$ cat config.mk
export PLATFORM = sky130hd
export DESIGN_NAME = ctrl_to_axilite
export DESIGN_NICKNAME = d
export VERILOG_FILES = /design/src/rtl/ctrl_to_axilite.sv
export SDC_FILE = /design/constraint.sdc
export NUM_CORES = 1
export LEC_CHECK = 0
export ABC_AREA = 1
export CAP_MARGIN = 20
export CORE_MARGIN = 5
export CORE_UTILIZATION = 56
export DETAILED_ROUTE_END_ITERATION = 10
export DONT_BUFFER_PORTS = 1
export PLACE_DENSITY = 0.74
export SYNTH_ARGS = -nofsm -noshare
export SYNTH_HDL_FRONTEND = slang
export SYNTH_SLANG_ARGS = --single-unit
$ cat constraint.sdc
create_clock -name clk -period 1.3 [get_ports clk]
set_input_delay 0.26 -clock clk [delete_from_list [all_inputs] [get_ports clk]]
set_output_delay 0.26 -clock clk [all_outputs]
set_load 0.005 [all_outputs]
$ cat src/rtl/ctrl_to_axilite.sv
`timescale 1ns/1ps
`default_nettype none
// ============================================================================
//  Module   : ctrl_to_axilite
//  Purpose  : Host-side master bridge. Converts single-cycle ctrl bus register
//             requests into AXI4-Lite master transactions, one at a time.
//  Ports    : clk/rst          - host clock, synchronous active-high reset
//             ctrl_*           - ctrl request side (ready, write, read, done)
//             m_axilite_aw*    - AXI write address channel (master)
//             m_axilite_w*     - AXI write data channel (master)
//             m_axilite_b*     - AXI write response channel (master)
//             m_axilite_ar*    - AXI read address channel (master)
//             m_axilite_r*     - AXI read data channel (master)
//  Revision : 1.0 - initial release
// ============================================================================
module ctrl_to_axilite #(
   parameter int ADDR_WIDTH = 12,
   parameter int DATA_WIDTH = 32
) (
   input  logic                    clk,
   input  logic                    rst,
   output logic                    ctrl_ready,
   input  logic                    ctrl_wen,
   input  logic [ADDR_WIDTH-1:0]   ctrl_waddr,
   input  logic [DATA_WIDTH-1:0]   ctrl_wdata,
   input  logic [DATA_WIDTH/8-1:0] ctrl_wstrb,
   output logic                    ctrl_wdone,
   output logic [1:0]              ctrl_wresp,
   input  logic                    ctrl_ren,
   input  logic [ADDR_WIDTH-1:0]   ctrl_raddr,
   output logic                    ctrl_rvalid,
   output logic [DATA_WIDTH-1:0]   ctrl_rdata,
   output logic [1:0]              ctrl_rresp,
   output logic                    m_axilite_awvalid,
   input  logic                    m_axilite_awready,
   output logic [ADDR_WIDTH-1:0]   m_axilite_awaddr,
   output logic [2:0]              m_axilite_awprot,
   output logic                    m_axilite_wvalid,
   input  logic                    m_axilite_wready,
   output logic [DATA_WIDTH-1:0]   m_axilite_wdata,
   output logic [DATA_WIDTH/8-1:0] m_axilite_wstrb,
   input  logic                    m_axilite_bvalid,
   output logic                    m_axilite_bready,
   input  logic [1:0]              m_axilite_bresp,
   output logic                    m_axilite_arvalid,
   input  logic                    m_axilite_arready,
   output logic [ADDR_WIDTH-1:0]   m_axilite_araddr,
   output logic [2:0]              m_axilite_arprot,
   input  logic                    m_axilite_rvalid,
   output logic                    m_axilite_rready,
   input  logic [DATA_WIDTH-1:0]   m_axilite_rdata,
   input  logic [1:0]              m_axilite_rresp
);

   generate
      if (DATA_WIDTH != 32) begin : g_bad_data_width
         $error("ctrl_to_axilite: DATA_WIDTH must be 32");
      end
   endgenerate

   typedef enum logic [2:0] {
      ST_IDLE   = 3'd0,
      ST_W_REQ  = 3'd1,
      ST_W_RESP = 3'd2,
      ST_R_ADDR = 3'd3,
      ST_R_DATA = 3'd4
   } state_t;

   state_t                    r_state,   w_state;
   logic                      r_awvalid, w_awvalid;
   logic [ADDR_WIDTH-1:0]     r_awaddr,  w_awaddr;
   logic                      r_wvalid,  w_wvalid;
   logic [DATA_WIDTH-1:0]     r_wdata,   w_wdata;
   logic [DATA_WIDTH/8-1:0]   r_wstrb,   w_wstrb;
   logic                      r_aw_done, w_aw_done;
   logic                      r_w_done,  w_w_done;
   logic                      r_bready,  w_bready;
   logic                      r_arvalid, w_arvalid;
   logic [ADDR_WIDTH-1:0]     r_araddr,  w_araddr;
   logic                      r_rready,  w_rready;
   logic                      r_wdone,   w_wdone;
   logic [1:0]                r_wresp,   w_wresp;
   logic                      r_rvalid,  w_rvalid;
   logic [DATA_WIDTH-1:0]     r_rdata,   w_rdata;
   logic [1:0]                r_rresp,   w_rresp;

   logic w_aw_fire;
   logic w_w_fire;

   assign w_aw_fire = r_awvalid & m_axilite_awready;
   assign w_w_fire  = r_wvalid  & m_axilite_wready;

   always_comb begin
      w_state   = r_state;
      w_awvalid = r_awvalid;
      w_awaddr  = r_awaddr;
      w_wvalid  = r_wvalid;
      w_wdata   = r_wdata;
      w_wstrb   = r_wstrb;
      w_aw_done = r_aw_done;
      w_w_done  = r_w_done;
      w_bready  = r_bready;
      w_arvalid = r_arvalid;
      w_araddr  = r_araddr;
      w_rready  = r_rready;
      w_wdone   = 1'b0;
      w_wresp   = r_wresp;
      w_rvalid  = 1'b0;
      w_rdata   = r_rdata;
      w_rresp   = r_rresp;

      case (r_state)
         ST_IDLE: begin
            // Write has priority; a simultaneous read is dropped.
            if (ctrl_wen) begin
               w_awaddr  = ctrl_waddr;
               w_wdata   = ctrl_wdata;
               w_wstrb   = ctrl_wstrb;
               w_awvalid = 1'b1;
               w_wvalid  = 1'b1;
               w_aw_done = 1'b0;
               w_w_done  = 1'b0;
               w_state   = ST_W_REQ;
            end else if (ctrl_ren) begin
               w_araddr  = ctrl_raddr;
               w_arvalid = 1'b1;
               w_state   = ST_R_ADDR;
            end
         end
         ST_W_REQ: begin
            // AW and W handshake independently; leave once both have landed,
            // counting a handshake happening in this very cycle.
            if (w_aw_fire) begin
               w_awvalid = 1'b0;
               w_aw_done = 1'b1;
            end
            if (w_w_fire) begin
               w_wvalid = 1'b0;
               w_w_done = 1'b1;
            end
            if ((r_aw_done | w_aw_fire) && (r_w_done | w_w_fire)) begin
               w_bready = 1'b1;
               w_state  = ST_W_RESP;
            end
         end
         ST_W_RESP: begin
            if (m_axilite_bvalid && r_bready) begin
               w_bready = 1'b0;
               w_wdone  = 1'b1;
               w_wresp  = m_axilite_bresp;
               w_state  = ST_IDLE;
            end
         end
         ST_R_ADDR: begin
            if (r_arvalid && m_axilite_arready) begin
               w_arvalid = 1'b0;
               w_rready  = 1'b1;
               w_state   = ST_R_DATA;
            end
         end
         ST_R_DATA: begin
            if (m_axilite_rvalid && r_rready) begin
               w_rready = 1'b0;
               w_rvalid = 1'b1;
               w_rdata  = m_axilite_rdata;
               w_rresp  = m_axilite_rresp;
               w_state  = ST_IDLE;
            end
         end
         default: begin
            w_state = ST_IDLE;
         end
      endcase
   end

   always_ff @(posedge clk) begin
      if (rst) begin
         r_state   <= ST_IDLE;
         r_awvalid <= 1'b0;
         r_awaddr  <= '0;
         r_wvalid  <= 1'b0;
         r_wdata   <= '0;
         r_wstrb   <= '0;
         r_aw_done <= 1'b0;
         r_w_done  <= 1'b0;
         r_bready  <= 1'b0;
         r_arvalid <= 1'b0;
         r_araddr  <= '0;
         r_rready  <= 1'b0;
         r_wdone   <= 1'b0;
         r_wresp   <= 2'b00;
         r_rvalid  <= 1'b0;
         r_rdata   <= '0;
         r_rresp   <= 2'b00;
      end else begin
         r_state   <= w_state;
         r_awvalid <= w_awvalid;
         r_awaddr  <= w_awaddr;
         r_wvalid  <= w_wvalid;
         r_wdata   <= w_wdata;
         r_wstrb   <= w_wstrb;
         r_aw_done <= w_aw_done;
         r_w_done  <= w_w_done;
         r_bready  <= w_bready;
         r_arvalid <= w_arvalid;
         r_araddr  <= w_araddr;
         r_rready  <= w_rready;
         r_wdone   <= w_wdone;
         r_wresp   <= w_wresp;
         r_rvalid  <= w_rvalid;
         r_rdata   <= w_rdata;
         r_rresp   <= w_rresp;
      end
   end

   assign ctrl_ready        = (r_state == ST_IDLE);
   assign ctrl_wdone        = r_wdone;
   assign ctrl_wresp        = r_wresp;
   assign ctrl_rvalid       = r_rvalid;
   assign ctrl_rdata        = r_rdata;
   assign ctrl_rresp        = r_rresp;
   assign m_axilite_awvalid = r_awvalid;
   assign m_axilite_awaddr  = r_awaddr;
   assign m_axilite_awprot  = 3'b000;
   assign m_axilite_wvalid  = r_wvalid;
   assign m_axilite_wdata   = r_wdata;
   assign m_axilite_wstrb   = r_wstrb;
   assign m_axilite_bready  = r_bready;
   assign m_axilite_arvalid = r_arvalid;
   assign m_axilite_araddr  = r_araddr;
   assign m_axilite_arprot  = 3'b000;
   assign m_axilite_rready  = r_rready;

endmodule
`default_nettype wire

Yosys cells after proc, flatten, opt, wreduce, memory -nomap -nowiden
Cells that the tools add are included.
- register bits: 108
- input port bits: 105
- output and inout bits: 110
- logic and storage cells: 88
- equality and inequality tests: 14
- mux-type cells: 29
- bitwise operators: 7
- reduce and logical (&&, ||, !) cells: 21
- operators with widths (cell ; number):
    3-bit 2-to-1 mux ; 6
    1-bit 2-to-1 mux ; 15
    3-bit one-hot mux with 5 select lines ; 1
    3-bit AND reduction ; 5
    2-bit inequality test, second input constant ; 7
    1-bit one-hot mux with 2 select lines ; 7
    2-bit nonzero test ; 4
    3-bit by 2-bit equality test with 1-bit output, second input constant ; 2
    2-bit AND reduction ; 3
    5-bit AND reduction ; 1
    1-bit logical AND ; 4
    2-bit by 1-bit inequality test with 1-bit output, second input constant ; 2
    4-bit AND reduction ; 1
    2-bit OR reduction ; 2
    3-bit by 1-bit equality test with 1-bit output, second input constant ; 1
    3-bit equality test, second input constant ; 1
    3-bit logical NOT ; 1
    3-bit by 1-bit inequality test with 1-bit output, second input constant ; 1
    1-bit NOT ; 3
    1-bit bitwise AND ; 2
    1-bit bitwise OR ; 2

Longest topological paths before layout
Gate-level depths: netlist (run 1).
- depth in word-level cells: 5
- depth in mapped cells: 10
- mapped depth without buffers: 9

Worst setup path before layout (run 1)
Ideal clock, no wire load.
- path kind: register to register
- start point: reg r_state[1]
- end point: reg r_araddr[10], in the netlist m_axilite_araddr[10]
- setup time: 0.119 ns
- data arrival time: 1.108 ns
- required time: 1.181 ns
- setup slack: 0.073 ns
- cell stages (with the launch flop): 9
- buffers on the path: 2
- clock period less this slack: 1.227 ns
- path through: dfxtp_1 buf_2 clkinv_1 nand2_2 nor2_8 nand3_4 buf_4 o21ai_1 a21oi_1
- longest elaborated chain between the ends: 2
- RTL lines (what ; RTL line ; source):
    from (decl) ; 69 ; state_t r_state, w_state;
    from (signal assigned) ; 196 ; r_state <= w_state;
    3-bit logical NOT ; 112 ; case (r_state)
    3-bit AND reduction (no line) ; - ;
    to (signal assigned) ; 206 ; r_araddr <= w_araddr;
    to (decl) ; 79 ; logic [ADDR_WIDTH-1:0] r_araddr, w_araddr;
No other way between the ends.
A chain may end at the register's enable or synchronous reset.

Worst setup path after layout (run 1)
- start point: reg r_state[1]
- end point: out ctrl_ready
- longest elaborated chain between the ends: 1
- RTL lines (what ; RTL line ; source):
    3-bit logical NOT ; 216 ; assign ctrl_ready = (r_state == ST_IDLE);
    to (decl) ; 22 ; output logic ctrl_ready,
No other way between the ends.

==> results of run 1 <==
state kept, by name, indices dropped and copies added, names as in the netlist:
| register | flops |
|---|---|
| ctrl_wresp | 2 |
| m_axilite_bready | 1 |
| m_axilite_wvalid | 1 |
| m_axilite_araddr | 12 |
| m_axilite_wstrb | 4 |
| ctrl_rresp | 2 |
| m_axilite_rready | 1 |
| m_axilite_wdata | 32 |
| ctrl_rdata | 32 |
| ctrl_rvalid | 1 |
| r_state | 3 |
| m_axilite_arvalid | 1 |
| r_w_done | 1 |
| ctrl_wdone | 1 |
| m_axilite_awvalid | 1 |
| m_axilite_awaddr | 12 |
| r_aw_done | 1 |
layout by cell type (no fill, tap or decap):
cell type	count
a21oi_2	23
nand2_1	121
dfxtp_4	2
inv_1	27
clkinv_4	1
inv_8	1
nor2_2	2
nor2_8	1
nor3_1	1
clkinv_2	3
clkbuf_16	4
nor2_1	15
nand4_1	3
conb_1	6
dfxtp_2	2
o21ai_2	3
o21ai_0	4
inv_6	3
buf_6	7
nand2_4	7
nand4_4	1
a21oi_1	77
nand2_2	8
nand3_4	3
nand3_1	54
a211oi_2	1
o21bai_1	1
o21ai_1	8
buf_12	5
buf_4	10
clkbuf_8	9
nor2_4	3
inv_2	1
clkbuf_1	1
dfxtp_1	104
final timing paths:
| kind | start | end | slack [ns] |
|---|---|---|---|
| max | r_state[1] | ctrl_ready | -0.07 |
| min | rst | m_axilite_wstrb[0] | -0.02 |
| max reg2reg | r_state[1] | m_axilite_awaddr[0] | -0.03 |
| min reg2reg | m_axilite_araddr[1] | m_axilite_araddr[1] | 0.47 |
routing by layer:
metal	vias to the layer above	share of wire (%)	track usage, %
li1	1672	-	-
met1	1601	36	24.4
met2	150	50	35.2
met3	19	11	9.55
met4	0	2.0	7.82
met5	-	0	0
kinds of logic (layout without fill, tap and decap cells):
kind of cell	count (synthesis)	count (layout)	synth area share (%)
flops	108	108	53.0
other cells	1	6	0.0919
compound gates	117	117	14.6
buf+inv	73	72	8.92
simple gates	217	219	23.4
through the flow:
step           cells  hold WS, ns
6_report         621      -0.0227
5_1_grt          621      -0.0785
4_1_cts          612      -0.0594
3_5_place_dp     592        0.343
3_3_place_gp     592        0.339
2_1_floorplan    521        0.395
timing repair:
action	in CTS	in global routing
pin swaps	2	14
hold endpoints to repair	91	91
endpoints found under the setup margin	20	89
resized for setup	7	67
gates cloned	1	6
buffers inserted	3	3
power by group through the flow:
| stage | registers, W | logic (W) | clock network [W] |
|---|---|---|---|
| detailed placement | 0.00413 | 0.00165 | 0 |
| CTS | 0.00407 | 0.00183 | 0.00190 |
| global route | 0.00412 | 0.00233 | 0.00205 |
| floorplan | 0.00400 | 0.00141 | 0 |
| finish | 0.00407 | 0.00212 | 0.00184 |
| global placement | 0.00413 | 0.00159 | 0 |
final cells by class:
| class | count | share of cell area, % |
|---|---|---|
| sequential | 108 | 45.9 |
| multi-input combinational | 342 | 37.8 |
| timing repair buffer | 26 | 7.48 |
| clock buffer | 10 | 2.70 |
| tap | 99 | 2.62 |
| inverter | 30 | 2.56 |
| clock inverter | 6 | 0.952 |
cell usage after synthesis:
cell / n
nand4_4: 1
nor2_1: 19
nand2_4: 1
a211oi_2: 1
nand3_1: 54
nor2_8: 1
nor3_1: 1
o21ai_0: 8
nand4_1: 3
dfxtp_1: 108
nand2_2: 1
buf_6: 3
buf_1: 1
nand2_1: 134
inv_1: 27
clkbuf_1: 14
conb_1: 1
o21ai_1: 7
a21oi_1: 100
clkinv_2: 1
nor2_4: 1
buf_2: 11
buf_4: 14
inv_2: 1
clkinv_1: 1
o21bai_1: 1
nand3_4: 1
==> impl_metrics.json, run 1 <==
{
  "outcome": "finished with violations",
  "violations": "negative hold slack, negative setup slack",
  "routed_wl_um": 11000,
  "nets": 622,
  "timing.final.crit_period_ns": 1.37,
  "hold_viol": 6,
  "finClkSkew_ns": 0.0130,
  "clkSinkCount": 108,
  "path_class": "flip-flop to primary output",
  "slew_violations": 0,
  "multi_input_area_sq_mm": 0.00179,
  "grt_use_total_pct": 21.3,
  "fin_ws_ns": -0.0680,
  "stdcell_area_sq_mm": 0.00473,
  "post_drt_wl_per_cell_um": 17.7,
  "slowest_stage": "dfxtp_4",
  "seqCellArea_sq_mm": 0.00217,
  "drc": 0,
  "place_congestion": 0.851,
  "finalPower_w": 0.00804,
  "power_frac_seq_pct": 50.6,
  "arrival_ns": 1.11,
  "cp_max_fo": 4,
  "die_h_um": 95.4,
  "synth.distinct_cells": 27,
  "dr_total_vias": 3442,
  "relSlewSlack_pct": 65.2,
  "holdWs_ns": -0.0227,
  "worst_pin_slew_ns": 0.521,
  "yosys.area.top_type": "dfxtp_1",
  "grt_max_degree": 93,
  "holdPathStages": 1,
  "yosys_warnings": 0,
  "place_ws_ns": -0.112,
  "power.share.clock_pct": 23.0,
  "coreArea_sq_mm": 0.00718,
  "fillers": 617,
  "leakagePower_nw": 1.72,
  "tns_ns": -0.719,
  "post-route-util_pct": 66.0,
  "start_util_pct": 56.9,
  "power.density_mw_per_mm2": 1700,
  "hold_class": "input port to flip-flop",
  "netSwitchingFraction_pct": 33.3,
  "crit_path_start_kind": "flip-flop",
  "peakVddDrop_mv": 0.716,
  "power_frac_comb_pct": 26.4,
  "p_int_w": 0.00536,
  "drive_gt1_share_pct": 19.2,
  "fmaxAchievable_mhz": 731,
  "first_pass_iters": 6,
  "fin_crit_sh_pct": 105,
  "grt_pass1_wl_um": 15300,
  "setup_viol": 42,
  "grt_pass1_vias": 3100,
  "synth-seq-cells": 108,
  "synth_area_sq_mm": 0.00408,
  "drtAntennaViolNets": 0,
  "syn_to_final_growth_pct": 16.0,
  "end_kind": "primary output",
  "core.rowCount": 31,
  "numPortBuffers": 0,
  "antenna_found_initial": 0,
  "drt_iter0_drc": 156,
  "syn_avg_cell_area_sq_um": 7.91,
  "clk_pin_slew_worst_paths_ns": 0.09,
  "path_cells": "clkinv_2 -> nand2_4 -> nor2_8 -> buf_6",
  "io_pins": 215,
  "dieArea_sq_mm": 0.00910,
  "max_cap_violations": 0,
  "cts_root_buf": "clkbuf_8",
  "worst-path-buf-inv": 2,
  "power_switching_w": 0.00267,
  "numCtsBuffers": 9,
  "worstPathRequired_ns": 1.04,
  "ys_seq_area_share_pct": 53.0,
  "cp.depth": 4,
  "vias_per_cell": 5.54,
  "die_w_um": 95.4,
  "critical-path-top-delay-family": "flip-flops",
  "dp_hpwl_um": 7020,
  "synth.top_cell.area_share_pct": 53.0,
  "dpl-instance-area_sq_mm": 0.00414,
  "rsz0062_at_grt": "true",
  "syn_inst": 516,
  "cts_tree": "yes",
  "clock_latency_ns": 0.37,
  "antennaDiodeCount": 0,
  "cp_slowest_stage_delay_ns": 0.37,
  "cts.path.max_buffers": 2,
  "overflow": 0,
  "synth.area.top_cells": "dfxtp_1 (53%), nand2_1 (12%), a21oi_1 (12%), nand3_1 (6.6%), buf_4 (2.6%)",
  "r2r_cells": 8,
  "h-tree-depth": 3
}
(Power assumes the default switching activity.)
==> inputs of run 2 (changes only) <==
--- a/config.mk
+++ b/config.mk
@@ -9,6 +9,7 @@
 export CAP_MARGIN = 20
 export CORE_MARGIN = 5
 export CORE_UTILIZATION = 56
+export CTS_CLUSTER_SIZE = 28
 export DETAILED_ROUTE_END_ITERATION = 10
 export DONT_BUFFER_PORTS = 1
 export PLACE_DENSITY = 0.74
==> results of run 2 <==
No change in the layout: final DEF, timing and power equal those of run 1.
